[src/rtl/vga_pkg.sv]
// Shared VGA constants, colour codes and the square bounce-step helper
// used by square_painter and square_mover.
package vga_pkg;

  localparam int unsigned H_ACTIVE  = 640;
  localparam int unsigned V_ACTIVE  = 480;
  localparam int unsigned TICK_LINE = 480;

  typedef enum logic {
    DIR_POS = 1'b0,
    DIR_NEG = 1'b1
  } dir_e;

  typedef struct packed {
    logic [2:0] r;
    logic [2:0] g;
    logic [1:0] b;
  } rgb_t;

  typedef struct packed {
    dir_e       dir;
    logic [9:0] pos;
  } axis_t;

  localparam rgb_t COL_RED   = 8'hE0;
  localparam rgb_t COL_GREEN = 8'h1C;
  localparam rgb_t COL_BLUE  = 8'h03;
  localparam rgb_t COL_BLACK = 8'h00;

  localparam logic [9:0] SQ0_X  = 10'd0;
  localparam logic [9:0] SQ0_Y  = 10'd0;
  localparam dir_e       SQ0_DX = DIR_POS;
  localparam dir_e       SQ0_DY = DIR_POS;
  localparam logic [9:0] SQ1_X  = 10'd300;
  localparam logic [9:0] SQ1_Y  = 10'd200;
  localparam dir_e       SQ1_DX = DIR_NEG;
  localparam dir_e       SQ1_DY = DIR_POS;
  localparam logic [9:0] SQ2_X  = 10'd600;
  localparam logic [9:0] SQ2_Y  = 10'd440;
  localparam dir_e       SQ2_DX = DIR_NEG;
  localparam dir_e       SQ2_DY = DIR_NEG;

  // One axis step with clamp-and-reflect at 0 and lim; 11-bit sum so nothing wraps.
  function automatic axis_t axis_step(input logic [9:0] pos, input dir_e dir,
                                      input logic [9:0] speed, input logic [9:0] lim);
    axis_t      r;
    logic [10:0] sum;
    sum   = {1'b0, pos} + {1'b0, speed};
    r.pos = pos;
    r.dir = dir;
    if (dir == DIR_POS) begin
      if (sum >= {1'b0, lim}) begin
        r.pos = lim;
        r.dir = DIR_NEG;
      end else begin
        r.pos = sum[9:0];
      end
    end else begin
      if (pos <= speed) begin
        r.pos = '0;
        r.dir = DIR_POS;
      end else begin
        r.pos = pos - speed;
      end
    end
    return r;
  endfunction

endpackage

[src/rtl/square_painter_if.sv]
// Pixel bus between the VGA timing generator side and the colour stage.
interface square_painter_if;
  logic [9:0] x;
  logic [9:0] y;
  logic       blank;
  logic       hs_in;
  logic       vs_in;
  logic [2:0] RED;
  logic [2:0] GREEN;
  logic [1:0] BLUE;
  logic       HS;
  logic       VS;

  modport master (output x, y, blank, hs_in, vs_in,
                  input  RED, GREEN, BLUE, HS, VS);
  modport slave  (input  x, y, blank, hs_in, vs_in,
                  output RED, GREEN, BLUE, HS, VS);
endinterface

[src/rtl/square_mover.sv]
// Position and direction of one bouncing square; steps once per enabled frame tick.
module square_mover
  import vga_pkg::*;
#(
  parameter int unsigned SQ_SIZE = 32,
  parameter int unsigned SPEED   = 2,
  parameter logic [9:0]  INIT_X  = 10'd0,
  parameter logic [9:0]  INIT_Y  = 10'd0,
  parameter dir_e        INIT_DX = DIR_POS,
  parameter dir_e        INIT_DY = DIR_POS
) (
  input  logic       CLK,
  input  logic       RST,
  input  logic       tick,
  input  logic       EN,
  output logic [9:0] px,
  output logic [9:0] py
);

  localparam logic [9:0] XMAX = 10'(H_ACTIVE - SQ_SIZE);
  localparam logic [9:0] YMAX = 10'(V_ACTIVE - SQ_SIZE);
  localparam logic [9:0] SPD  = 10'(SPEED);

  dir_e  dx, dy;
  axis_t nx, ny;

  always_comb begin
    nx = axis_step(px, dx, SPD, XMAX);
    ny = axis_step(py, dy, SPD, YMAX);
  end

  always_ff @(posedge CLK or posedge RST) begin
    if (RST) begin
      px <= INIT_X;
      py <= INIT_Y;
      dx <= INIT_DX;
      dy <= INIT_DY;
    end else if (tick && EN) begin
      px <= nx.pos;
      py <= ny.pos;
      dx <= nx.dir;
      dy <= ny.dir;
    end
  end

endmodule

[src/rtl/square_painter.sv]
// Colour stage behind the VGA timing generator: three bouncing squares,
// two-stage pixel pipeline with matching sync delay.
module square_painter
  import vga_pkg::*;
#(
  parameter int unsigned SQ_SIZE = 32,
  parameter int unsigned SPEED   = 2
) (
  input  logic             CLK,
  input  logic             RST,
  input  logic             EN,
  square_painter_if.slave  vga
);

  localparam logic [9:0] TICK_Y = 10'(TICK_LINE);

  logic [9:0] x_s1, y_s1;
  logic       blank_s1, hs_s1, vs_s1;
  logic       tick;
  logic [9:0] px [3];
  logic [9:0] py [3];
  logic [2:0] hit;
  rgb_t       pix, rgb_q;
  logic       hs_q, vs_q;

  function automatic logic in_square(input logic [9:0] cx, input logic [9:0] cy,
                                     input logic [9:0] sx, input logic [9:0] sy);
    return ({1'b0, cx} >= {1'b0, sx}) && ({1'b0, cx} < {1'b0, sx} + 11'(SQ_SIZE)) &&
           ({1'b0, cy} >= {1'b0, sy}) && ({1'b0, cy} < {1'b0, sy} + 11'(SQ_SIZE));
  endfunction

  // Tick on the first cycle of line 480; stage-1 y doubles as the previous-y register.
  assign tick = (y_s1 != TICK_Y) && (vga.y == TICK_Y);

  square_mover #(.SQ_SIZE(SQ_SIZE), .SPEED(SPEED), .INIT_X(SQ0_X), .INIT_Y(SQ0_Y),
                 .INIT_DX(SQ0_DX), .INIT_DY(SQ0_DY))
    u_sq0 (.CLK(CLK), .RST(RST), .tick(tick), .EN(EN), .px(px[0]), .py(py[0]));

  square_mover #(.SQ_SIZE(SQ_SIZE), .SPEED(SPEED), .INIT_X(SQ1_X), .INIT_Y(SQ1_Y),
                 .INIT_DX(SQ1_DX), .INIT_DY(SQ1_DY))
    u_sq1 (.CLK(CLK), .RST(RST), .tick(tick), .EN(EN), .px(px[1]), .py(py[1]));

  square_mover #(.SQ_SIZE(SQ_SIZE), .SPEED(SPEED), .INIT_X(SQ2_X), .INIT_Y(SQ2_Y),
                 .INIT_DX(SQ2_DX), .INIT_DY(SQ2_DY))
    u_sq2 (.CLK(CLK), .RST(RST), .tick(tick), .EN(EN), .px(px[2]), .py(py[2]));

  always_ff @(posedge CLK or posedge RST) begin
    if (RST) begin
      x_s1     <= '0;
      y_s1     <= '0;
      blank_s1 <= 1'b0;
      hs_s1    <= 1'b1;
      vs_s1    <= 1'b1;
    end else begin
      x_s1     <= vga.x;
      y_s1     <= vga.y;
      blank_s1 <= vga.blank;
      hs_s1    <= vga.hs_in;
      vs_s1    <= vga.vs_in;
    end
  end

  always_comb begin
    for (int unsigned i = 0; i < 3; i++) begin
      hit[i] = in_square(x_s1, y_s1, px[i], py[i]);
    end
  end

  always_comb begin
    pix = COL_BLACK;
    if (!blank_s1) begin
      if (hit[0])      pix = COL_RED;
      else if (hit[1]) pix = COL_GREEN;
      else if (hit[2]) pix = COL_BLUE;
    end
  end

  always_ff @(posedge CLK or posedge RST) begin
    if (RST) begin
      rgb_q <= COL_BLACK;
      hs_q  <= 1'b1;
      vs_q  <= 1'b1;
    end else begin
      rgb_q <= pix;
      hs_q  <= hs_s1;
      vs_q  <= vs_s1;
    end
  end

  assign vga.RED   = rgb_q.r;
  assign vga.GREEN = rgb_q.g;
  assign vga.BLUE  = rgb_q.b;
  assign vga.HS    = hs_q;
  assign vga.VS    = vs_q;

endmodule

[src/flat_wrapper.sv]
// flat-port wrapper written by rule: the top's interface ports become plain ports
module square_painter_flat import vga_pkg::*;
#(
  parameter int unsigned SQ_SIZE = 32,
  parameter int unsigned SPEED   = 2
)
  (CLK, RST, EN, vga_x, vga_y, vga_blank, vga_hs_in, vga_vs_in, vga_RED, vga_GREEN, vga_BLUE, vga_HS, vga_VS);
  square_painter_if vga_i ();
  input  logic CLK;
  input  logic RST;
  input  logic EN;
  input wire logic [$bits(vga_i.x)-1:0] vga_x;
  input wire logic [$bits(vga_i.y)-1:0] vga_y;
  input wire logic [$bits(vga_i.blank)-1:0] vga_blank;
  input wire logic [$bits(vga_i.hs_in)-1:0] vga_hs_in;
  input wire logic [$bits(vga_i.vs_in)-1:0] vga_vs_in;
  output wire logic [$bits(vga_i.RED)-1:0] vga_RED;
  output wire logic [$bits(vga_i.GREEN)-1:0] vga_GREEN;
  output wire logic [$bits(vga_i.BLUE)-1:0] vga_BLUE;
  output wire logic [$bits(vga_i.HS)-1:0] vga_HS;
  output wire logic [$bits(vga_i.VS)-1:0] vga_VS;
  assign vga_i.x = vga_x;
  assign vga_i.y = vga_y;
  assign vga_i.blank = vga_blank;
  assign vga_i.hs_in = vga_hs_in;
  assign vga_i.vs_in = vga_vs_in;
  assign vga_RED = vga_i.RED;
  assign vga_GREEN = vga_i.GREEN;
  assign vga_BLUE = vga_i.BLUE;
  assign vga_HS = vga_i.HS;
  assign vga_VS = vga_i.VS;
  square_painter #(.SQ_SIZE(SQ_SIZE), .SPEED(SPEED)) u_core (.CLK(CLK), .RST(RST), .EN(EN), .vga(vga_i));
endmodule
[config.mk]
export PLATFORM = sky130hd
export DESIGN_NAME = square_painter_flat
export DESIGN_NICKNAME = d
export VERILOG_FILES = /design/src/rtl/vga_pkg.sv /design/src/rtl/square_painter_if.sv /design/src/rtl/square_mover.sv /design/src/rtl/square_painter.sv /design/src/flat_wrapper.sv
export SDC_FILE = /design/constraint.sdc
export NUM_CORES = 1
export LEC_CHECK = 0
export CAP_MARGIN = 20
export CORE_MARGIN = 8
export CORE_UTILIZATION = 65
export CTS_CLUSTER_DIAMETER = 120
export DETAILED_ROUTE_END_ITERATION = 6
export DONT_BUFFER_PORTS = 1
export PLACE_DENSITY = 0.86
export SYNTH_ARGS = -nofsm -noshare
export SYNTH_HDL_FRONTEND = slang
export SYNTH_SLANG_ARGS = --single-unit
[constraint.sdc]
create_clock -name CLK -period 6.5 [get_ports CLK]
set_clock_uncertainty 0.1 [all_clocks]
set_input_delay 0.975 -clock CLK [delete_from_list [all_inputs] [get_ports CLK]]
set_output_delay 0.975 -clock CLK [all_outputs]
set_load 0.1 [all_outputs]
==> impl_metrics.toml, run 1 <==
[yosys]
synth_area_mm2 = 0.00824
synth-seq-area-share_pct = 26.8
synth-main-ff-cell = "dfrtp_1"
syn_area_per_cell_um2 = 8.18
syn-num-nets = 1147
synth-edff-count = 0
synthCells = 1007
ys_ff_latch = 87
ys_types = 76
yosys_warnings = 0
async_reset_ff_share_pct = 100
yosysTopAreaCellShare_pct = 19.4
synthTopCellsByArea = "dfrtp_1, ha_1, dfstp_2, o21ai_0, a21oi_1"
post-synth-top-area-cell = "dfrtp_1"

[cts]
numCtsBuffers = 9
cts_hold_buffers = 0
cts-root-buf = "clkbuf_16"
path_clk_slew_ns = 0.07
htreeDepth = 3
clk_latency_ns = 0.36
post-cts-setup-buffers = 0
cts_resized = 0
clock_sinks = 87
cts_buffer_depth = 2
cts_tree = "done"

[routing]
first_pass_iters = 5
antenna_left = 0
drt-wirelength-per-cell_um = 18.7
drt-total-wl_mm = 21.3
drtIter0Drc = 1187
drcViolationCount = 0
vias_per_cell = 6.83
vias = 7810

[timing]
fmax_mhz = 293
hold_viol = 0
rsz0062_at_grt = "no"
period_minus_slack_ns = 3.42
setup_tns_ns = 0
slew_headroom_pct = 27.2
fin_crit_sh_pct = 52.6
finalMaxSlewViolations = 0
worst_pin_slew_ns = 1.09
worst_hold_slack_ns = 0.258
finalSetupViolCount = 0

[setup_path]
endpoint_kind = "register"
cp_data_required_time_ns = 6.70
worstPathMaxFanout = 29
critPathArrivalTime_ns = 3.61
crit_type = "input pin to register"
worst_setup_path_start_kind = "input pin"

[global_route]
grt_usage_pct = 26.5
grt_max_degree = 49
grt_pass1_vias = 7114
antenna_found_initial = 0
grt_pass1_wl_mm = 35.6
gr-total-overflow = 0

[layout]
seq_area_mm2 = 0.00221
syn2layout_area_growth_pct = 4.77
stdcell_area_mm2 = 0.00863
layout-drive-gt1-share_pct = 6.69
diodes = 0
multi_input_area_mm2 = 0.00552
stdcell_count = 1143
fill_cells = 1042
final_net_count = 1106

[power]
power_density_mw_per_mm2 = 152
leakage_nw = 3.49
peakVddDrop_v = 0.000221

[floorplanning]
core-area_mm2 = 0.0125
dieWidth_um = 129
rows = 41
pin_count = 36
die-area_mm2 = 0.0165
initial_core_util_pct = 65.8
fp.dieH_um = 129

[placed_design]
place.detailed.hpwl_mm = 15.1
io_buffers = 0
dp.cells = 1126
place_congestion = 0.949
place_area_mm2 = 0.00827

[min_path]
holdCritPathClass = "register to register"

[run]
cap_violations = 0

[run_status]
status = "finished, final reports clean"
[metal layers]
| layer | global-route usage [%] | up-vias | wire, um |
|---|---|---|---|
| li1 | - | 3703 | - |
| met1 | 35.9 | 3679 | 9460 |
| met2 | 41.3 | 367 | 9650 |
| met3 | 5.21 | 61 | 1710 |
| met4 | 9.26 | 0 | 513 |
| met5 | 0 | - | 0 |
[final timing paths]
check                                         start                             end  slack, ns  depth (start not counted)
min in group asynchronous                       RST     u_core.u_sq1.dy$_DFFE_PP0P_       0.41                          1
max in group asynchronous                       RST   u_core.vga.GREEN[1]$_DFF_PP0_       4.86                          2
hold reg to reg              u_core.hs_s1$_DFF_PP1_         u_core.vga.HS$_DFF_PP1_       0.26                          0
setup / recovery                           vga_y[1]  u_core.u_sq1.px[3]$_DFFE_PP1P_       3.08                          6
setup reg to reg           u_core.y_s1[6]$_DFF_PP0_  u_core.u_sq1.px[3]$_DFFE_PP1P_       3.37                          7
hold / removal               u_core.hs_s1$_DFF_PP1_         u_core.vga.HS$_DFF_PP1_       0.26                          0
[cell families (layout without fill, tap and decap cells)]
logic type / count (synthesis) / count (layout) / share of synthesized area [%]
adders and majority gates: 114 / 114 / 17.3
muxes: 7 / 7 / 0.896
and+or+nand+nor: 320 / 320 / 20.5
AOI/OAI and AO/OA: 316 / 316 / 25.0
DFF: 87 / 87 / 26.8
xor gates and xnor gates: 30 / 30 / 3.19
buffers and inverters: 133 / 97 / 6.32
[synth_stat cells, types with 3 or more instances]
cell / number
ha_1: 114
o21ai_0: 91
inv_1: 73
nand2_1: 68
a21oi_1: 64
dfrtp_1: 64
clkbuf_1: 51
nor3_1: 51
nand3_1: 50
nor2_1: 38
xnor2_1: 29
dfstp_2: 23
nand4_1: 22
a31oi_1: 17
o211ai_1: 17
and3_1: 15
a211oi_1: 12
and2_1: 12
nor4_1: 12
a22oi_1: 10
o22ai_1: 10
o31ai_1: 10
a21o_1: 9
a211o_1: 7
and4_1: 7
nand2b_1: 7
nor2b_1: 7
or3_1: 7
o21a_1: 6
o221ai_1: 6
a22o_1: 5
a41oi_1: 5
buf_4: 5
o311ai_0: 5
or4_1: 5
a2111oi_0: 4
a2bb2oi_1: 4
a31o_2: 4
mux2i_1: 4
a221oi_1: 3
mux2_2: 3
nand3b_1: 3
nor4b_1: 3
[power breakdown]
group | switching [W] | internal, W | total, W
registers | 0.0000280 | 0.000554 | 0.000582
logic | 0.0000621 | 0.0000403 | 0.000102
clock network | 0.000239 | 0.000389 | 0.000628
total | 0.000329 | 0.000983 | 0.00131
[through the flow]
step | setup slack [ns] | util, % | total power [W]
global route | 3.00 | 69.0 | 0.00136
finish | 3.08 | 69.0 | 0.00131
global placement | 2.77 | 66.1 | 0.000687
floorplan | 3.21 | - | 0.000661
detailed placement | 2.79 | 66.1 | 0.000691
CTS | 3.15 | 68.9 | 0.00132
[critical path: stages]
cell and delay [ns]:
or4bb_1 0.63, nor4b_4 0.94, buf_4 0.47, nand3_1 0.12
a2111o_1 0.41, nand3_1 0.07
[state kept, by name, indices dropped and copies added, names as in the netlist, 9 cells and up]
name,count
u_core.u_sq0.px,9
u_core.u_sq1.py,9
u_core.x_s1,9
u_core.u_sq2.px,9
u_core.u_sq0.py,9
u_core.u_sq2.py,9
u_core.u_sq1.px,9
u_core.y_s1,10
[placed cells by master (no fill, tap or decap), types with 12 or more instances in the layout]
cell and n:
a211oi_1 12, a21oi_1 64, a31oi_1 17, and2_1 12, and3_1 15, dfrtp_1 61
dfstp_2 23, ha_1 114, inv_1 72, nand2_1 68, nand3_1 50, nand4_1 22
nor2_1 38, nor3_1 51, nor4_1 12, o211ai_1 17, o21ai_0 91, xnor2_1 29
[area by class of cell]
| type | instances | share of cell area (%) |
|---|---|---|
| Multi-Input combinational cell | 787 | 64.0 |
| Sequential cell | 87 | 25.6 |
| Inverter | 74 | 3.25 |
| Clock buffer | 10 | 2.77 |
| Tap cell | 172 | 2.49 |
| Clock inverter | 6 | 1.35 |
| Timing Repair Buffer | 7 | 0.580 |
(Power assumes the default switching activity.)
==> run 2: changes to the inputs <==
ABC_AREA = 1   (was default)
clock period = 3.33 ns   (was 6.5 ns; I/O delays follow)
==> impl_metrics.toml, run 2 <==
[run_status]
status = "finished, final reports clean"

[floorplanning]
pin_count = 36
initial_core_util_pct = 66.6
dieWidth_um = 132
die-area_mm2 = 0.0175
fp.dieH_um = 132
core-area_mm2 = 0.0132
rows = 42

[yosys]
synthCells = 1297
synthTopCellsByArea = "dfrtp_1, ha_1, nand2_1, nor2_1, dfstp_2"
ys_types = 38
yosys_warnings = 0
synth-seq-area-share_pct = 25.0
synth-main-ff-cell = "dfrtp_1"
post-synth-top-area-cell = "dfrtp_1"
yosysTopAreaCellShare_pct = 18.2
ys_ff_latch = 87
syn-num-nets = 1437
synth-edff-count = 0
syn_area_per_cell_um2 = 6.80
synthTopCellsByCount = "nand2_1, nor2_1, inv_1, ha_1, nand3_1"
yosysMostFrequentCell = "nand2_1"
synth_area_mm2 = 0.00881
async_reset_ff_share_pct = 100

[cts]
cts_resized = 0
cts-root-buf = "clkbuf_16"
cts_tree = "done"
clock_sinks = 87
numCtsBuffers = 9
post-cts-setup-buffers = 0
cts_hold_buffers = 0
htreeDepth = 3
path_clk_slew_ns = 0.06
cts_buffer_depth = 2
clk_latency_ns = 0.36

[timing]
fmax_mhz = 392
hold_viol = 0
fin_crit_sh_pct = 76.7
period_minus_slack_ns = 2.55
slew_headroom_pct = 37.8
setup_tns_ns = 0
finalSetupViolCount = 0
finalMaxSlewViolations = 0
worst_pin_slew_ns = 0.936
rsz0062_at_grt = "no"

[global_route]
grt_pass1_vias = 7935
gr-total-overflow = 0
grt_pass1_wl_mm = 36.5
grt_max_degree = 56
grt_usage_pct = 24.7
antenna_found_initial = 0

[layout]
stdcell_count = 1454
diodes = 0
final_net_count = 1413
final_cell_mix = "nand2_1, nor2_1, inv_1"
stdcell_area_mm2 = 0.00918
largest_reg_flops = 10
final_common_cell = "nand2_1"
largest-register = "u_core.y_s1"
fill_cells = 1112
layout-drive-gt1-share_pct = 8.06
syn2layout_area_growth_pct = 4.17

[routing]
vias_per_cell = 5.83
drcViolationCount = 0
first_pass_iters = 7
drtIter0Drc = 861
antenna_left = 0
drt-wirelength-per-cell_um = 14.7
drt-total-wl_mm = 21.4
vias = 8479

[placed_design]
place_congestion = 0.949
dp.cells = 1438
io_buffers = 0
place.detailed.hpwl_mm = 15.8
place_area_mm2 = 0.00887

[min_path]
holdCritPathClass = "input pin to asynchronous set/reset pin"

[setup_path]
reg2reg_from = "u_core.u_sq1.px[5]$_DFFE_PP1P_"
cp_data_required_time_ns = 3.48
r2r_setup_slack_ns = 0.78
crit_type = "register to register"
worstPathMaxFanout = 9
worst_setup_path_start_kind = "register"
endpoint_kind = "register"
ff2ff_path_depth = 14
critPathArrivalTime_ns = 2.71
r2r-end = "u_core.vga.BLUE[0]$_DFF_PP0_"

[run]
cap_violations = 0

[power]
leakage_nw = 4.49
peakVddDrop_v = 0.000351
power_density_mw_per_mm2 = 279
power_w = 0.00256
run 2: cell types whose count changed in the layout (fill, tap and decap cells not counted), moves of 12 or more:
cell,change
and2_1,-12
and3_1,-13
inv_1,+53
inv_2,+15
nand2_1,+265
nand3_1,+49
nand3_2,+12
nor2_1,+135
nor3_1,-39
o21ai_0,-47
xnor2_1,-25
xor2_1,+56
run 2: worst max path at each step:
stage                                        end  slack (ns)                           start  cells after the start
detailed placement  u_core.vga.BLUE[0]$_DFF_PP0_        0.87  u_core.u_sq1.px[5]$_DFFE_PP1P_                     14
CTS                 u_core.vga.BLUE[0]$_DFF_PP0_        0.82  u_core.u_sq1.px[5]$_DFFE_PP1P_                     14
floorplan              u_core.blank_s1$_DFF_PP0_        0.52                             RST                      1
finish              u_core.vga.BLUE[0]$_DFF_PP0_        0.78  u_core.u_sq1.px[5]$_DFFE_PP1P_                     14
global route        u_core.vga.BLUE[0]$_DFF_PP0_        0.60  u_core.u_sq1.px[5]$_DFFE_PP1P_                     14
global placement    u_core.vga.BLUE[0]$_DFF_PP0_        0.90  u_core.u_sq1.px[5]$_DFFE_PP1P_                     14
run 2: area by class of cell:
| class | instances | area, um2 | area share [%] |
|---|---|---|---|
| inverters | 141 | 532 | 5.79 |
| repair buffers | 8 | 72.6 | 0.790 |
| well taps | 176 | 220 | 2.40 |
| clock inverters | 5 | 55.1 | 0.600 |
| multi-input cells | 1026 | 5840 | 63.6 |
| flip-flops and latches | 87 | 2210 | 24.1 |
| clock buffers | 11 | 254 | 2.77 |
run 2: per-layer routing:
layer	share of wire (%)	global-route usage, %
met2	47	40.9
met4	3.3	11.2
met3	6.8	4.20
met1	43	30.8
met5	0	0
run 2: cell families (layout without fill, tap and decap cells):
kind of cell,count (synthesis),after routing,share of synthesized area (%)
buffers and inverters,184,165,8.73
adder cells (fa/ha/maj),114,114,16.2
flip-flops,87,87,25.0
AO/OA/AOI/OAI,157,157,9.81
AND/OR/NAND/NOR,694,694,34.2
XOR/XNOR,61,61,6.06
run 2: critical path, stage by stage (launching register included):
cell and delay, ns:
dfstp_2 0.66, inv_1 0.17, ha_1 0.32, inv_1 0.04, ha_1 0.28, inv_1 0.05
nor3_1 0.24, nand2_1 0.09, nand2_1 0.06, nand2_1 0.04, nand2_1 0.05, nand2_1 0.05
nand4_1 0.07, nand2_1 0.06, nor2_1 0.17
run 2: through the flow:
stage / hold WS [ns] / worst slack [ns] / utilization (%)
floorplan: 0.245 / 0.518 / -
global placement: 0.250 / 0.902 / 67.0
detailed placement: 0.250 / 0.870 / 67.0
CTS: 0.0282 / 0.816 / 69.3
global route: 0.0242 / 0.598 / 69.3
finish: 0.0338 / 0.777 / 69.3
run 2: power breakdown:
group	leakage (nW)	switching (W)	internal, W
registers	1.03	0.0000670	0.00109
clock network	0.147	0.000433	0.000624
logic	3.32	0.000215	0.000129
total	4.49	0.000715	0.00184
==> run 3: changes to the inputs <==
ABC_AREA = 0   (was 1)
clock period = 2.6 ns   (was 3.33 ns; I/O delays follow)
==> impl_metrics.toml, run 3 (synthesis results as in run 1) <==
[run_status]
status = "complete, but fails checks"
violations = "negative setup slack"

[placed_design]
place_congestion = 0.965
place_area_mm2 = 0.00886
place.detailed.hpwl_mm = 17.1
io_buffers = 0

[global_route]
grt_pass1_vias = 8143
gr-total-overflow = 0
grt_pass1_wl_mm = 39.8
grt_usage_pct = 29.8
grt_max_degree = 88
antenna_found_initial = 0

[cts]
clk_latency_ns = 0.37
cts_buffer_depth = 2
numCtsBuffers = 9
htreeDepth = 3
cts-root-buf = "clkbuf_16"
path_clk_slew_ns = 0.07
clock_sinks = 87
cts_tree = "done"

[setup_path]
cp_data_required_time_ns = 2.78
worst_setup_path_start_kind = "register"
worstPathMaxFanout = 4
critPathArrivalTime_ns = 2.87
crit_type = "register to register"
endpoint_kind = "register"

[timing]
setup_tns_ns = -0.159
rsz0062_at_grt = "yes"
period_minus_slack_ns = 2.69
fin_crit_sh_pct = 103
finalSetupViolCount = 2
fmax_mhz = 372
worst_pin_slew_ns = 0.944
slew_headroom_pct = 37.3
timing.final.ws_setup_ns = -0.0851
finalMaxSlewViolations = 0
hold_viol = 0

[layout]
diodes = 0
largest_reg_flops = 10
final_common_cell = "ha_1"
layout-drive-gt1-share_pct = 13.9
final_cell_mix = "ha_1, o21ai_0, buf_4"
syn2layout_area_growth_pct = 14.4
stdcell_area_mm2 = 0.00942
fill_cells = 935
largest-register = "u_core.y_s1"
final_net_count = 1201

[power]
power_density_mw_per_mm2 = 321
p_sw_w = 0.000825
swShare_pct = 27.2
seqPwrFrac_pct = 47.5
p_clk_share_pct = 41.3
pwr-share-comb_pct = 11.3
leakage_nw = 3.92
peakVddDrop_v = 0.000553
p_int_w = 0.00220

[routing]
drt-total-wl_mm = 23.8
first_pass_iters = 5
drt-wirelength-per-cell_um = 19.2
vias_per_cell = 6.74
vias = 8349
antenna_left = 0
drcViolationCount = 0
drtIter0Drc = 1081

[floorplanning]
initial_core_util_pct = 65.8
dieWidth_um = 129
die-area_mm2 = 0.0165
pin_count = 36
rows = 41
fp.dieH_um = 129
core-area_mm2 = 0.0125

[run]
cap_violations = 0

[min_path]
holdCritPathClass = "register to register"
## run 3: path summary, 6_finish.rpt
path | start | to | slack (ns) | cells past startpoint
max | u_core.u_sq0.px[9]$_DFFE_PP0P_ | u_core.vga.BLUE[0]$_DFF_PP0_ | -0.09 | 8
min | u_core.vs_s1$_DFF_PP1_ | u_core.vga.VS$_DFF_PP1_ | 0.26 | 0
max reg2reg | u_core.u_sq0.px[9]$_DFFE_PP0P_ | u_core.vga.BLUE[0]$_DFF_PP0_ | -0.09 | 8
min reg2reg | u_core.vs_s1$_DFF_PP1_ | u_core.vga.VS$_DFF_PP1_ | 0.26 | 0
max in group asynchronous | RST | u_core.u_sq0.py[1]$_DFFE_PP0P_ | 1.46 | 3
min in group asynchronous | RST | u_core.u_sq2.px[5]$_DFFE_PP0P_ | 0.51 | 3
## run 3: repair_timing
item	in CTS	in global routing
setup endpoints to repair	0	17
hold endpoints to repair	86	0
gates resized for setup	0	16
hold buffers	23	0
setup buffers	0	1
## run 3: area by class of cell
type / instances / area (um2) / share of cell area [%]
multi-input combinational: 787 / 5570 / 59.1
clock inverter: 5 / 33.8 / 0.358
timing repair buffer: 102 / 873 / 9.27
tap: 172 / 215 / 2.28
sequential: 87 / 2210 / 23.5
clock buffer: 11 / 243 / 2.58
inverter: 74 / 282 / 2.99
## run 3: metrics by stage
stage / setup WS, ns / instances / utilization [%] / power, W / hold slack [ns]
final: -0.0851 / 1238 / 75.3 / 0.00303 / 0.256
after global routing: -0.149 / 1238 / 75.3 / 0.00314 / 0.263
after CTS: 0.0180 / 1237 / 74.9 / 0.00303 / 0.259
after detailed placement: -0.136 / 1198 / 70.8 / 0.00176 / 0.249
after global placement: -0.0592 / 1198 / 70.8 / 0.00174 / 0.246
after floorplan: 0.134 / 1007 / - / 0.00165 / 0.245
## run 3: power groups by stage
stage	sequential, W	combinational [W]	clock, W
floorplan	0.00145	0.000202	0
global placement	0.00146	0.000284	0
detailed placement	0.00146	0.000300	0
CTS	0.00144	0.000332	0.00126
global route	0.00144	0.000383	0.00132
finish	0.00144	0.000341	0.00125
## run 3: metal layers
| layer | wire length [um] | vias up | part of all wire, % | GRT usage [%] |
|---|---|---|---|---|
| li1 | - | 3879 | - | - |
| met1 | 9970 | 3948 | 42 | 37.0 |
| met2 | 11000 | 428 | 46 | 48.6 |
| met3 | 1860 | 94 | 7.8 | 6.16 |
| met4 | 934 | 0 | 3.9 | 14.2 |
| met5 | 0 | - | 0 | 0 |
## run 3: worst max-delay path, cell delays in order (launching register included)
cell and delay, ns:
dfrtp_1 0.37, inv_1 0.14, ha_1 0.28, a211oi_1 0.23, nand2_1 0.17, a2111oi_1 0.61, nor4_2 0.14, a41oi_2 0.27
and4b_1 0.29
